<file path="src/rtl/cam_ctrl.sv">
// rtl/cam_ctrl.sv - sequencer and occupancy map in front of a DEPTH-entry CAM array
//
// Purpose: accepts one search/insert/read/delete request at a time and drives the
//          external CAM array. The occupancy map lives here because the array
//          cannot invalidate a word, so every array hit is masked with it.
// Ports:
//   clk, reset                       clock, synchronous active-high reset
//   req_valid/req_ready/req_op       request handshake and opcode
//   req_data, req_index              key for search/insert, entry for read/delete
//   rsp_valid/rsp_ready              response handshake
//   rsp_hit, rsp_err, rsp_index,     response fields, held stable while rsp_valid
//   rsp_data
//   occ_count                        number of occupied entries
//   cam_reset                        array reset (follows reset)
//   cam_read/cam_read_index          array read strobe and entry
//   cam_write/cam_write_index/       array write strobe, entry and data
//   cam_write_data
//   cam_search/cam_search_data       array search strobe and key
//   cam_search_results               per-entry match from the array
//   cam_read_results                 per-entry read-valid from the array
//   cam_read_value                   data of the entry at cam_read_index
module cam_ctrl #(
    parameter int DEPTH = 16,
    parameter int WIDTH = 32,
    parameter int IDX_W = 4
) (
    input  logic             clk,
    input  logic             reset,
    input  logic             req_valid,
    output logic             req_ready,
    input  logic [1:0]       req_op,
    input  logic [WIDTH-1:0] req_data,
    input  logic [IDX_W-1:0] req_index,
    output logic             rsp_valid,
    input  logic             rsp_ready,
    output logic             rsp_hit,
    output logic             rsp_err,
    output logic [IDX_W-1:0] rsp_index,
    output logic [WIDTH-1:0] rsp_data,
    output logic [IDX_W:0]   occ_count,
    output logic             cam_reset,
    output logic             cam_read,
    output logic [IDX_W-1:0] cam_read_index,
    output logic             cam_write,
    output logic [IDX_W-1:0] cam_write_index,
    output logic [WIDTH-1:0] cam_write_data,
    output logic             cam_search,
    output logic [WIDTH-1:0] cam_search_data,
    input  logic [DEPTH-1:0] cam_search_results,
    input  logic [DEPTH-1:0] cam_read_results,
    input  logic [WIDTH-1:0] cam_read_value
);

    typedef enum logic [1:0] {S_IDLE, S_EXEC, S_WRITE, S_RESP} state_t;

    localparam logic [1:0] OP_SEARCH = 2'b00;
    localparam logic [1:0] OP_INSERT = 2'b01;
    localparam logic [1:0] OP_READ   = 2'b10;
    localparam logic [1:0] OP_DELETE = 2'b11;
    localparam logic [IDX_W:0] DEPTH_L = (IDX_W + 1)'(DEPTH);

    state_t           state_q, state_d;
    logic [1:0]       op_q;
    logic [WIDTH-1:0] key_q;
    logic [IDX_W-1:0] idx_q;
    logic [IDX_W-1:0] alloc_q, alloc_d;
    logic [DEPTH-1:0] occ_q, occ_d;
    logic [IDX_W:0]   count_q, count_d;
    logic             hit_q, hit_d, err_q, err_d;
    logic [IDX_W-1:0] rindex_q, rindex_d;
    logic [WIDTH-1:0] rdata_q, rdata_d;

    logic [DEPTH-1:0] hits;
    logic [IDX_W-1:0] hit_idx, free_idx;
    logic             any_hit, full, idx_bad, fire;

    assign req_ready       = (state_q == S_IDLE);
    assign fire            = req_valid && req_ready;
    assign rsp_valid       = (state_q == S_RESP);
    assign rsp_hit         = hit_q;
    assign rsp_err         = err_q;
    assign rsp_index       = rindex_q;
    assign rsp_data        = rdata_q;
    assign occ_count       = count_q;
    assign cam_reset       = reset;
    assign cam_read_index  = idx_q;
    assign cam_write_index = alloc_q;
    assign cam_write_data  = key_q;
    assign cam_search_data = key_q;

    // Stale words of deleted entries still match in the array; masking removes them.
    assign hits    = cam_search_results & occ_q;
    assign any_hit = |hits;
    assign full    = &occ_q;
    assign idx_bad = ({1'b0, idx_q} >= DEPTH_L);

    // Lowest set bit of hits and lowest clear bit of occ (descending scan, last write wins).
    always_comb begin
        hit_idx  = '0;
        free_idx = '0;
        for (int i = DEPTH - 1; i >= 0; i--) begin
            if (hits[i])   hit_idx  = IDX_W'(i);
            if (!occ_q[i]) free_idx = IDX_W'(i);
        end
    end

    always_comb begin
        state_d    = state_q;
        occ_d      = occ_q;
        count_d    = count_q;
        alloc_d    = alloc_q;
        hit_d      = hit_q;
        err_d      = err_q;
        rindex_d   = rindex_q;
        rdata_d    = rdata_q;
        cam_read   = 1'b0;
        cam_write  = 1'b0;
        cam_search = 1'b0;
        case (state_q)
            S_IDLE: begin
                if (fire) state_d = S_EXEC;
            end
            S_EXEC: begin
                hit_d    = 1'b0;
                err_d    = 1'b0;
                rindex_d = '0;
                rdata_d  = '0;
                state_d  = S_RESP;
                case (op_q)
                    OP_SEARCH: begin
                        cam_search = 1'b1;
                        hit_d      = any_hit;
                        rindex_d   = hit_idx;
                    end
                    OP_INSERT: begin
                        cam_search = 1'b1;
                        if (any_hit) begin
                            hit_d    = 1'b1;
                            rindex_d = hit_idx;
                        end else if (full) begin
                            err_d = 1'b1;
                        end else begin
                            alloc_d = free_idx;
                            state_d = S_WRITE;
                        end
                    end
                    OP_READ: begin
                        rindex_d = idx_q;
                        if (idx_bad) begin
                            err_d = 1'b1;
                        end else begin
                            cam_read = 1'b1;
                            hit_d    = occ_q[idx_q] & cam_read_results[idx_q];
                            rdata_d  = hit_d ? cam_read_value : '0;
                        end
                    end
                    default: begin // OP_DELETE: bookkeeping only, the array is not touched
                        rindex_d = idx_q;
                        if (idx_bad) begin
                            err_d = 1'b1;
                        end else begin
                            hit_d = occ_q[idx_q];
                            if (occ_q[idx_q]) begin
                                occ_d[idx_q] = 1'b0;
                                count_d      = count_q - 1'b1;
                            end
                        end
                    end
                endcase
            end
            S_WRITE: begin
                cam_write      = 1'b1;
                occ_d[alloc_q] = 1'b1;
                count_d        = count_q + 1'b1;
                hit_d          = 1'b0;
                rindex_d       = alloc_q;
                state_d        = S_RESP;
            end
            default: begin // S_RESP
                if (rsp_ready) state_d = S_IDLE;
            end
        endcase
    end

    always_ff @(posedge clk) begin
        if (reset) begin
            state_q  <= S_IDLE;
            op_q     <= OP_SEARCH;
            key_q    <= '0;
            idx_q    <= '0;
            alloc_q  <= '0;
            occ_q    <= '0;
            count_q  <= '0;
            hit_q    <= 1'b0;
            err_q    <= 1'b0;
            rindex_q <= '0;
            rdata_q  <= '0;
        end else begin
            state_q  <= state_d;
            alloc_q  <= alloc_d;
            occ_q    <= occ_d;
            count_q  <= count_d;
            hit_q    <= hit_d;
            err_q    <= err_d;
            rindex_q <= rindex_d;
            rdata_q  <= rdata_d;
            if (fire) begin
                op_q  <= req_op;
                key_q <= req_data;
                idx_q <= req_index;
            end
        end
    end

endmodule

</file>
<file path="config.mk">
export PLATFORM = sky130hd
export DESIGN_NAME = cam_ctrl
export DESIGN_NICKNAME = d
export VERILOG_FILES = /design/src/rtl/cam_ctrl.sv
export SDC_FILE = /design/constraint.sdc
export NUM_CORES = 1
export LEC_CHECK = 0
export ABC_AREA = 1
export BUFFER_PORTS_ARGS = -buffer_cell sky130_fd_sc_hd__buf_2
export CORE_ASPECT_RATIO = 0.7
export CORE_UTILIZATION = 30
export DETAILED_ROUTE_END_ITERATION = 6
export PLACE_DENSITY = 0.54
export SLEW_MARGIN = 10
export SYNTH_ARGS = -nofsm -noshare
export SYNTH_HDL_FRONTEND = slang
export SYNTH_SLANG_ARGS = --single-unit
</file>
<file path="constraint.sdc">
create_clock -name clk -period 3.56 [get_ports clk]
set_input_delay 0 -clock clk [delete_from_list [all_inputs] [get_ports clk]]
set_output_delay 0 -clock clk [all_outputs]
set_load 0.05 [all_outputs]
</file>
=== After elaboration in Yosys (flattened, before gate mapping) ===
Cells that the tools add are included.

* Register bits after elaboration: 103
* Memories: 0
* Latch bits: 0
* Bits in read-only memories: 0
* Output and inout port bits: 121
* Logic and storage cells: 114
* RAM bits: 0
* Bits of input ports: 106

* Magnitude comparators: 4
* Bitwise logic cells: 7
* Mux-type cells: 68
* Div/mod/pow operators: 0
* Eq/ne operators: 8
* Multiply operators: 0
* Add/sub/neg operators: 2
* Shifts and indexed selects: 0
* Reduce and logical (&&, ||, !) cells: 14

{| class="wikitable"
|+ Operators by type and width
! kind !! number
|-
| $mux 4 || 33
|-
| $mux 32 || 2
|-
| $and 16x16->16 || 2
|-
| $mux 16 || 2
|-
| $pmux 16 s2 || 1
|-
| $mux 1 || 16
|-
| $not 16->16 || 1
|-
| $or 16x16->16 || 1
|-
| $pmux 4 s2 || 2
|-
| $reduce_and 16->1 || 1
|-
| $reduce_or 16->1 || 1
|-
| $lt 4x5->1 const B || 2
|-
| $mux 5 || 2
|-
| $pmux 5 s2 || 1
|-
| $bmux 1 s4 || 2
|-
| $demux 1 s4 || 2
|-
| $ge 4x1->1 const B || 2
|-
| $eq 2x2->1 const B || 3
|-
| $pmux 2 s3 || 1
|-
| $add 5x1->5 const B || 1
|-
| $sub 5x1->5 const B || 1
|-
| $eq 2x1->1 const B || 2
|-
| $logic_not 2->1 || 2
|-
| $mux 2 || 2
|-
| other kinds (14) || 18
|}

=== Longest topological paths before layout ===
* Word-level depth: 20
* Mapped depth: 20
* Mapped depth without buffers: 20

=== Worst setup path after synthesis ===
OpenSTA, ideal clock, no wires.

* Kind: flip-flop to flip-flop
* From: register state_q[0]
* To: register count_q[4] (netlist: occ_count[4])
* Arrival: 2.576 ns
* Slack: 0.840 ns
* Buffers on the path: 2
* Cell stages (with the launch flop): 14
* Period minus slack after synthesis: 2.720 ns
* Library setup time: 0.144 ns
* Data required time: 3.416 ns
* Path through: dfxtp_1 -> inv_1 -> ha_1 -> clkbuf_1 -> inv_1 -> clkbuf_1 -> fa_1 -> nand2_1 -> nand2_1 -> a21oi_1 -> xor2_1 -> nor2_1 -> o21ai_0 -> a21oi_1

* Cells in the longest elaborated chain, start to end: 3
* Elaborated cells on any way between the ends: 7

{| class="wikitable"
|+ RTL lines
! element !! line !! source
|-
| start: declaration || 62 || <nowiki>state_t state_q, state_d;</nowiki>
|-
| start signal: assignment || 199 || <nowiki>state_q <= state_d;</nowiki>
|-
| $eq 2x1->1 / $eq 2x2->1 (equally long branches) || 119 || <nowiki>case (state_q)</nowiki>
|-
| $ne 2x2->1 (no source line) / $reduce_bool 2->1 (equally long branches) || -- ||
|-
| $reduce_and 3->1 (no source line) || -- ||
|-
| end signal: assignment || 202 || <nowiki>count_q <= count_d;</nowiki>
|-
| end: declaration || 68 || <nowiki>logic [IDX_W:0] count_q, count_d;</nowiki>
|}

Parallel ways exist; a longest one is shown, timed or not.
A chain may end at the register's enable or synchronous reset.

=== Final worst setup path ===
* From: register idx_q[1] (netlist: cam_read_index[1])
* To: register occ_q[2]

* Cells in the longest elaborated chain, start to end: 9
* Elaborated cells on any way between the ends: 14

{| class="wikitable"
|+ RTL lines
! element !! line !! source
|-
| start: declaration || 65 || <nowiki>logic [IDX_W-1:0] idx_q;</nowiki>
|-
| start signal: assignment || 210 || <nowiki>idx_q <= req_index;</nowiki>
|-
| $lt 4x5->1 (implied by the code) / $ge 4x1->1 (equally long branches) || 164 || <nowiki>occ_d[idx_q] = 1'b0;</nowiki>
|-
| $logic_and 1x1->1 (implied by the code) || 164 ||
|-
| $mux 1 (implied by the code) || 164 ||
|-
| $demux 1 s4 || 164 ||
|-
| $not 16->16 (no source line) || -- ||
|-
| $and 16x16->16 (no source line) || -- ||
|-
| $mux 16 || 163 || <nowiki>if (occ_q[idx_q]) begin</nowiki>
|-
| $mux 16 || 129 || <nowiki>case (op_q)</nowiki>
|-
| $pmux 16 s2 || 119 ||
|-
| end signal: assignment || 192 || <nowiki>occ_q <= '0;</nowiki>
|-
| end signal: assignment || 201 || <nowiki>occ_q <= occ_d;</nowiki>
|-
| end: declaration || 67 || <nowiki>logic [DEPTH-1:0] occ_q, occ_d;</nowiki>
|}

Parallel ways exist; a longest one is shown, timed or not. The select of a mux whose other input is x is not followed.

==> results.toml <==
[place]
gp_congestion = 0.903
port_buffers = 226
place_hpwl_um = 13300
placedCellCount = 1100

[sta]
max_slew_margin = 0.265
setup_violations = 0
tightest_slew_ps = 1100
rsz0062_at_grt = "false"
fmax_mhz = 382
worst_clock_skew_ps = 9.89
setup_tns_ps = 0
finalHoldViolations = 0
finalCritPeriodShare = 0.735
drv_slew = 0
min_period_ps = 2620

[route]
wl_per_cell_um = 15.8
drc = 0
vias = 5768
vias_per_cell = 4.86
drtIter0Drc = 479
drt-pass1-iter-count = 5
ant_nets = 0
drt-total-wl_um = 18800

[floorplan]
fp.dieH_um = 111
start_util = 0.310
dieArea_um2 = 17500
top_level_ports = 227
rows = 39
die_w_um = 158
design.core.area_um2 = 16400

[grt]
use_met2 = 0.312
grt_usage = 0.215
grt_pass1_wl_um = 29100
grt_pass1_vias = 5410
busiest_layer = "met2"
antenna_found_initial = 0
grt_max_degree = 51
use_met3 = 0.0817
gr-usage-met1 = 0.301
grt_overflow = 0

[critical_path]
cpPeakStageDelay_ps = 570
critical-path-slowest-cell = "dfxtp_1"
endpoint = "occ_q[2]"
rr_startpoint = "cam_read_index[1]"
worstPathRequired_ps = 3770
end_kind = "flip-flop"
crit_chain = "nor2_2, inv_2, nor2_1, o31ai_1, nand2_1, nor2_4, nand2_2, o21ai_2, buf_4, nand3_1, a21oi_1, nor3_1"
start_kind = "flip-flop"
cp.arrival_ps = 2820
path_depth = 12
cpLargestDelayFamily = "simple AND/OR/NAND/NOR gates"
reg2reg_depth = 12
critical_path_buf_inv_count = 2
worstReg2RegEnd = "occ_q[2]"
critPathLaunch = "cam_read_index[1]"
cp_max_fo = 18
worstSetupPathType = "reg -> reg"
rrSetupSlack_ps = 940

[synthesis]
synth_top_area_frac = 0.404
syn-num-nets = 825
netlist.top_cell.by_area = "dfxtp_1"
ys.flop_type = "dfxtp_1"
ys_top_cells_by_area = "dfxtp_1, nand2_1, a21oi_1"
syn-cell-area_um2 = 5100
yosysWarnings = 0
synthCells = 711
synth.distinct_cells = 42
synthArstFlopShare = 0
ys_ff_latch = 103
syn_avg_cell_area_um2 = 7.17
yosysSeqAreaShare = 0.404
synth_enable_flop_cells = 0

[pwr]
p_leak_nw = 3.30
peakVddDrop_v = 0.000357
power_density_nw_per_um2 = 726

[clock_tree]
cts_root_buf = "clkbuf_16"
cts_tree = "yes"
cts_buffer_depth = 2
cts.clk_slew.worst_paths_ps = 70
cts_buffers = 9
cts.sinks = 103
htreeDepth = 3
clk_latency_ps = 350

[outcome]
status = "completed"

[cells_and_area]
area_growth_pct = 40.5
diodes = 0
drive_gt1_frac = 0.273
nNetsFinal = 1070
layout_common_cells = "buf_2, nand2_1, dfxtp_1, nor2_1, a21oi_1"
stdcell_count = 1186
layout_commonest_cell = "buf_2"

[min_path]
min-delay-start = "rsp_ready"
min_path_type = "in -> reg"

[job]
drv_cap = 0
synth_stat cells, types with 3 or more instances:
cell      number
nand4_1       33
o22ai_1        3
o21ai_0       68
o21a_1         4
nand3_1       19
clkbuf_1      28
buf_6          3
nand2_1      114
nor3_1        11
buf_1          6
nor2_1        99
a31oi_1       10
dfxtp_1      103
a22oi_1        8
inv_1         39
a21oi_1       82
ha_1           7
buf_4         34
inv_2          3
a211oi_1       5
flip-flops by register name, indices dropped and copies added, names as in the netlist, 2 cells and up:
| name | flops |
|---|---|
| occ_count | 5 |
| occ_q | 16 |
| cam_search_data | 32 |
| state_q | 2 |
| cam_read_index | 4 |
| op_q | 2 |
| rsp_data | 32 |
| rsp_index | 4 |
| cam_write_index | 4 |
worst reg2reg max path: stages, from the launching register on:
cell     delay, ps
dfxtp_1        570
nor2_2         190
inv_2          130
nor2_1          50
o31ai_1        290
nand2_1        140
nor2_4         140
nand2_2        110
o21ai_2        210
buf_4          320
nand3_1        100
a21oi_1        160
nor3_1          60
cell families (layout without fill, tap and decap cells):
| group | after synthesis | in the layout | synth area share |
|---|---|---|---|
| and+or+nand+nor | 285 | 285 | 0.240 |
| xor gates and xnor gates | 3 | 3 | 0.00515 |
| adders and majority gates | 8 | 8 | 0.0211 |
| AOI/OAI and AO/OA | 197 | 197 | 0.215 |
| DFF | 103 | 103 | 0.404 |
| buffers and inverters | 115 | 365 | 0.114 |
how the worst min path moves through the flow:
stage / endpoint / slack [ps] / depth (start not counted)
after floorplan: cam_read_index[1] / 170 / 2
after global placement: cam_search_data[11] / 250 / 3
final: state_q[1] / 80 / 4
after global routing: state_q[1] / 130 / 4
after detailed placement: cam_search_data[11] / 260 / 3
after CTS: state_q[1] / 50 / 4
metal layers:
layer / share of wire / vias to the layer above / wire [µm]
met5: 0 / - / 0
met2: 0.40 / 277 / 7570
met1: 0.48 / 2599 / 9060
met3: 0.11 / 8 / 2060
met4: 0.0046 / 0 / 87
li1: - / 2884 / -
layout make-up:
class                      instances  area [µm²]
timing repair buffer             305        1900
multi-input combinational        493        2460
inverter                          44         165
fill                            1718        9280
clock buffer                      12         246
tap                              225         282
clock inverter                     4        52.6
sequential                       103        2060
report_power, final:
| part | internal [mW] | total, mW | switching, mW |
|---|---|---|---|
| sequential | 1.33 | 1.49 | 0.162 |
| combinational | 0.638 | 2.69 | 2.05 |
| clock | 0.569 | 1.02 | 0.451 |
what timing repair did:
| action | CTS | global route |
|---|---|---|
| setup buffers | 0 | 0 |
| endpoints found under the hold margin | 70 | 0 |
| resized for setup | 0 | 0 |
| hold buffers | 70 | 0 |
metrics by stage:
stage	hold slack, ps	cell area [µm²]	utilization	power [mW]	worst slack, ps
final	76.1	7170	0.436	5.20	944
after global placement	255	6170	0.375	4.14	1170
after detailed placement	259	6170	0.375	4.15	1050
after floorplan	167	5100	-	3.57	840
after global routing	134	7170	0.436	5.53	730
after CTS	48.7	7170	0.436	5.25	1010
Note: power is estimated with default switching activity, not from simulation.
